===== src/rtl/ifu_fetch.sv =====
// ifu_fetch: instruction fetch stage sitting directly upstream of decode.
//
// Holds the architectural PC and fetches one 32-bit instruction per
// transaction from a 64-bit instruction memory port. It allows one
// outstanding memory request at a time. The fetched {inst, inst_pc} pair is
// presented to decode through a valid/ready handshake. The PC that follows a
// handshake comes from decode's combinational redirect when that is asserted,
// and is pc+4 otherwise.
//
// Ports:
//   clk, rst        - clock; synchronous active-high reset
//   imem_req        - fetch request valid (high only in S_REQ)
//   imem_addr       - doubleword-aligned fetch address {pc[XLEN-1:3], 3'b0}
//   imem_gnt        - memory accepts the request this cycle
//   imem_rvalid     - memory read data valid
//   imem_rdata      - 64-bit read doubleword
//   inst_valid      - instruction/pc valid toward decode (high only in S_VALID)
//   inst_ready      - decode accepts this cycle
//   inst            - fetched 32-bit instruction
//   inst_pc         - PC of inst
//   redirect_valid  - decode's jump/branch taken for the presented instruction
//   redirect_addr   - decode's jump/branch target
//   fetch_cnt       - number of instructions handed to decode (wraps)
module ifu_fetch #(
    parameter int              XLEN     = 64,
    parameter logic [XLEN-1:0] RESET_PC = 64'h0000_0000_8000_0000
) (
    input  logic            clk,
    input  logic            rst,
    output logic            imem_req,
    output logic [XLEN-1:0] imem_addr,
    input  logic            imem_gnt,
    input  logic            imem_rvalid,
    input  logic [63:0]     imem_rdata,
    output logic            inst_valid,
    input  logic            inst_ready,
    output logic [31:0]     inst,
    output logic [XLEN-1:0] inst_pc,
    input  logic            redirect_valid,
    input  logic [XLEN-1:0] redirect_addr,
    output logic [63:0]     fetch_cnt
);

    typedef enum logic [1:0] {
        S_REQ   = 2'd0,
        S_WAIT  = 2'd1,
        S_VALID = 2'd2
    } state_t;

    state_t          state;
    state_t          state_next;
    logic [XLEN-1:0] pc;
    logic [XLEN-1:0] pc_next;
    logic [31:0]     word_sel;
    logic            capture;
    logic            handshake;

    // Memory is always addressed by doubleword; the word inside it is
    // picked with pc[2] when the response arrives.
    assign imem_addr = {pc[XLEN-1:3], 3'b000};
    assign word_sel  = pc[2] ? imem_rdata[63:32] : imem_rdata[31:0];

    // The redirect is only meaningful on the handshake cycle. pc+4 wraps
    // naturally at the top of the address space.
    assign pc_next = redirect_valid ? redirect_addr : pc + XLEN'(4);

    // Next-state and output decode. imem_req and inst_valid depend on the
    // state alone, so decode and memory never see a combinational loop
    // through this stage. A same-cycle grant plus rvalid in S_REQ is a
    // zero-latency memory and is captured directly. rvalid arriving in any
    // other situation is a stray and is ignored.
    always_comb begin
        state_next = state;
        imem_req   = 1'b0;
        inst_valid = 1'b0;
        capture    = 1'b0;
        handshake  = 1'b0;
        case (state)
            S_REQ: begin
                imem_req = 1'b1;
                if (imem_gnt) begin
                    if (imem_rvalid) begin
                        capture    = 1'b1;
                        state_next = S_VALID;
                    end else begin
                        state_next = S_WAIT;
                    end
                end
            end
            S_WAIT: begin
                if (imem_rvalid) begin
                    capture    = 1'b1;
                    state_next = S_VALID;
                end
            end
            S_VALID: begin
                inst_valid = 1'b1;
                if (inst_ready) begin
                    handshake  = 1'b1;
                    state_next = S_REQ;
                end
            end
            default: begin
                state_next = S_REQ;
            end
        endcase
    end

    // State, PC and output registers. Reset wins over everything, including
    // a transaction that is in flight. Once inst and inst_pc are captured,
    // they stay frozen until decode takes them.
    always_ff @(posedge clk) begin
        if (rst) begin
            state     <= S_REQ;
            pc        <= RESET_PC;
            inst      <= 32'd0;
            inst_pc   <= '0;
            fetch_cnt <= 64'd0;
        end else begin
            state <= state_next;
            if (capture) begin
                inst    <= word_sel;
                inst_pc <= pc;
            end
            if (handshake) begin
                pc        <= pc_next;
                fetch_cnt <= fetch_cnt + 64'd1;
            end
        end
    end

endmodule

===== config.mk =====
export PLATFORM = sky130hd
export DESIGN_NAME = ifu_fetch
export DESIGN_NICKNAME = d
export VERILOG_FILES = /design/src/rtl/ifu_fetch.sv
export SDC_FILE = /design/constraint.sdc
export NUM_CORES = 1
export LEC_CHECK = 0
export ABC_AREA = 1
export CORE_ASPECT_RATIO = 0.8
export CORE_MARGIN = 5
export CORE_UTILIZATION = 55
export CTS_CLUSTER_SIZE = 25
export DETAILED_ROUTE_END_ITERATION = 8
export DONT_BUFFER_PORTS = 1
export HOLD_SLACK_MARGIN = 0.05
export PLACE_DENSITY = 0.68
export SLEW_MARGIN = 25
export SYNTH_ARGS = -nofsm -noshare
export SYNTH_HDL_FRONTEND = slang
export SYNTH_SLANG_ARGS = --single-unit

===== constraint.sdc =====
create_clock -name clk -period 4.13 [get_ports clk]
set_clock_uncertainty 0.05 [all_clocks]
set_input_delay 0.2065 -clock clk [delete_from_list [all_inputs] [get_ports clk]]
set_output_delay 0.2065 -clock clk [all_outputs]
set_load 0.05 [all_outputs]

==> flow_metrics.py <==
metrics = {
    "global_routing": {
        "gr-total-overflow": 0,
        "grt_antenna_before_repair": 2,
        "grt_first_pass_wirelength_um": 74710,
        "grt_max_degree": 87,
        "grt_usage_pct": 36.17,
        "grt_pass1_vias": 12650,
    },
    "synthesis": {
        "synth-edff-count": 0,
        "async_flop_share_pct": 0,
        "ys_ff_latch": 226,
        "synth_seq_area_share_pct": 35.86,
        "synth_cell_types": 40,
        "synth_warnings": 0,
        "syn_avg_cell_area_um2": 6.324,
        "synthFlopType": "dfxtp_1",
        "syn_area_um2": 12620,
        "synthCells": 1995,
    },
    "sta": {
        "max-slew-margin-rel_pct": 40.97,
        "rsz0062_at_grt": "false",
        "worst_pin_slew_ns": 0.8821,
        "period_share_pct": 79.09,
        "fin_hold_ws_ns": 0.1277,
        "fin_tns_setup_ns": 0,
        "fmax_mhz": 306.2,
        "slew_viol_final": 0,
        "setup_viol": 0,
        "fin_crit_ns": 3.266,
        "finalWorstSetupSlack_ns": 0.8637,
        "final-hold-violation-count": 0,
    },
    "run_status": {
        "status": "completed",
    },
    "final_layout": {
        "fin_util_pct": 65.00,
        "fin_nets": 2174,
        "drive_gt1_share_pct": 4.776,
        "stdcell_count": 2359,
        "syn2layout_area_growth_pct": 15.92,
    },
    "detailed_routing": {
        "drc": 0,
        "vias_per_cell": 5.830,
        "drtAntennaViolNets": 0,
        "drtIter0Drc": 1527,
        "drt-total-wl_um": 49580,
        "num_vias": 13750,
        "first_pass_iters": 8,
        "routedWlPerCell_um": 21.02,
    },
    "critical_path": {
        "worst-r2r-cell-count": 10,
        "cp.required_ns": 4.55,
        "cp-start-kind": "register",
        "slowest_stage": "dfxtp_1",
        "r2r_end": "pc[56]$_SDFFE_PP0P_",
        "endpoint": "pc[56]$_SDFFE_PP0P_",
        "reg2reg_from": "pc[3]$_SDFFE_PP0P_",
        "path_buf_inv": 1,
        "slowest_delay_ns": 0.77,
        "arrival_ns": 3.69,
        "cpLargestDelayFamily": "simple AND/OR/NAND/NOR gates",
        "worstSetupEndpointType": "register",
        "critical_path_depth": 10,
        "setup.worst_path.start": "pc[3]$_SDFFE_PP0P_",
        "crit_type": "reg2reg",
        "cp_cell_sequence": "ha_1, nand2_1, nor2_4, nand4_1, nor2_1, nand3_1, nand3_1, nand2_1, a21oi_1, dlygate4sd3_1",
        "worst-r2r-setup-slack_ns": 0.86,
        "cp_max_fo": 9,
    },
    "floorplanning": {
        "start_util_pct": 56.08,
        "dieArea_um2": 26090,
        "core-area_um2": 22500,
        "die_width_um": 179.3,
        "fp.dieH_um": 145.5,
        "row_count": 49,
        "ios": 360,
    },
    "place": {
        "dp.cells": 2179,
        "port_buffers": 0,
        "dp.final_hpwl_um": 35920,
        "place.gp.congestion": 1.016,
        "place_ws_ns": 1.424,
    },
    "run": {
        "max_cap_violations": 0,
    },
    "power_and_ir_drop": {
        "leakagePower_nw": 5.353,
        "power_density_nw_per_um2": 369.7,
        "vdd_ir_drop_max_v": 0.0002985,
    },
    "clocking": {
        "clockBufferDepth": 3,
        "cts_num_sinks": 226,
        "root_buffer": "clkbuf_16",
        "numCtsBuffers": 24,
        "cts_resized": 0,
        "insertion_delay_ns": 0.53,
        "htreeDepth": 1,
        "tritoncts": "built",
        "path_clk_slew_ns": 0.06,
    },
    "hold_path": {
        "hold_path.class": "in2reg",
    },
}
[cells by family (layout without fill, tap and decap cells)]
family / after synthesis / in the layout / synth area share, %
AND/OR/NAND/NOR: 1078 / 1078 / 36.20
AO/OA/AOI/OAI: 349 / 349 / 14.85
buffers and inverters: 321 / 376 / 11.62
flip-flops: 226 / 226 / 35.86
XOR/XNOR: 18 / 18 / 1.250
adder cells (fa/ha/maj): 2 / 2 / 0.1983
other: 1 / 4 / 0.02972
[cell usage in the layout (no fill, tap or decap), types with 2 or more instances in the layout]
cell type	n
nand2_1	511
nor2_1	327
dfxtp_1	226
inv_1	171
o21ai_0	143
dlygate4sd3_1	138
a21oi_1	135
nand3_1	122
nand4_1	45
a31oi_1	44
nor3_1	26
clkbuf_16	25
buf_4	20
o211ai_1	15
nor2_4	10
nor2_2	10
xor2_1	9
xnor2_1	9
nand3_2	6
inv_2	4
clkinv_2	4
nand2_2	4
o21a_1	4
clkbuf_1	4
clkbuf_8	4
bufinv_16	4
and2_1	3
nor4_1	3
conb_1	3
nand2_4	2
nand3b_1	2
and3_1	2
o21bai_1	2
nor3b_1	2
a22oi_1	2
ha_1	2
[timing repair]
item,in CTS,in global routing
buffers inserted,0,0
hold buffers,139,0
hold endpoints to repair,138,0
[sequential cells by signal (all words and copies together), names as in the netlist]
register,count
fetch_cnt,64
state,2
inst_pc,64
pc,64
inst,32
[through the flow]
step	area, um2	power, mW
finish	14630	5.407
global route	14630	5.557
CTS	14620	5.400
detailed placement	12380	2.969
global placement	12380	2.962
floorplan	12620	2.899
[area by class of cell]
type	count	area, um2
fillers	2070	7875
clock inverters	7	135.1
diodes	1	2.502
multi-input cells	1450	6644
flip-flops and latches	226	4524
well taps	306	382.9
clock buffers	33	695.7
inverters	176	661.9
repair buffers	160	1579
[layer usage]
| metal | GRT usage (%) | routed length (um) |
|---|---|---|
| met5 | 0 | 19 |
| met2 | 55.13 | 21270 |
| met4 | 11.91 | 1885 |
| met1 | 48.88 | 20140 |
| met3 | 11.09 | 6273 |
[worst register-to-register path, cell delays in order (launching register included)]
cell and delay, ns:
dfxtp_1 0.77, ha_1 0.30, nand2_1 0.12, nor2_4 0.29, nand4_1 0.32, nor2_1 0.43, nand3_1 0.12, nand3_1 0.11
nand2_1 0.06, a21oi_1 0.12, dlygate4sd3_1 0.56
[power breakdown]
| part | leakage [nW] | switching, mW | internal, mW |
|---|---|---|---|
| clock | 0.410 | 0.910 | 1.42 |
| sequential | 1.84 | 0.368 | 2.27 |
| combinational | 3.10 | 0.266 | 0.180 |
[worst min path at each step]
stage              startpoint                    end  slack (ns)  cells after the start
2_1_floorplan     imem_rvalid  state[0]$_SDFFE_PP0P_        0.24                      1
3_3_place_gp      imem_rvalid  state[0]$_SDFFE_PP0P_        0.24                      1
3_5_place_dp      imem_rvalid  state[0]$_SDFFE_PP0P_        0.24                      1
4_1_cts        redirect_valid    pc[21]$_SDFFE_PP0P_        0.11                      5
5_1_grt        redirect_valid    pc[21]$_SDFFE_PP0P_        0.15                      5
6_report       redirect_valid    pc[25]$_SDFFE_PP0P_        0.13                      5
[Yosys cell counts (2+ instances only)]
master    instances  share of area [%]
nor2_4            9               0.80
and3_1            2              0.099
inv_1           173                5.1
o21ai_0         143                5.7
xor2_1            9               0.62
nand2_1         511                 15
nand4_1          45                2.2
buf_4            65                3.9
ha_1              2               0.20
a21oi_1         135                5.4
nor2_2            9               0.45
nor3b_1           2               0.12
inv_2             3              0.089
nor3_1           26                1.0
o211ai_1         15               0.89
a22oi_1           2               0.12
xnor2_1           9               0.62
o21a_1            4               0.24
nand2_2           4               0.20
o21bai_1          2               0.12
nand3b_1          2               0.12
nand2_4           2               0.18
nor2_1          329                9.8
nor4_1            3               0.15
clkbuf_1         51                1.5
buf_1            15               0.45
a31oi_1          44                2.2
nand3_2           6               0.48
dfxtp_1         226                 36
and2_1            3               0.15
nand3_1         122                4.8
buf_2            14               0.56
Power figures use the tool's default switching activity.
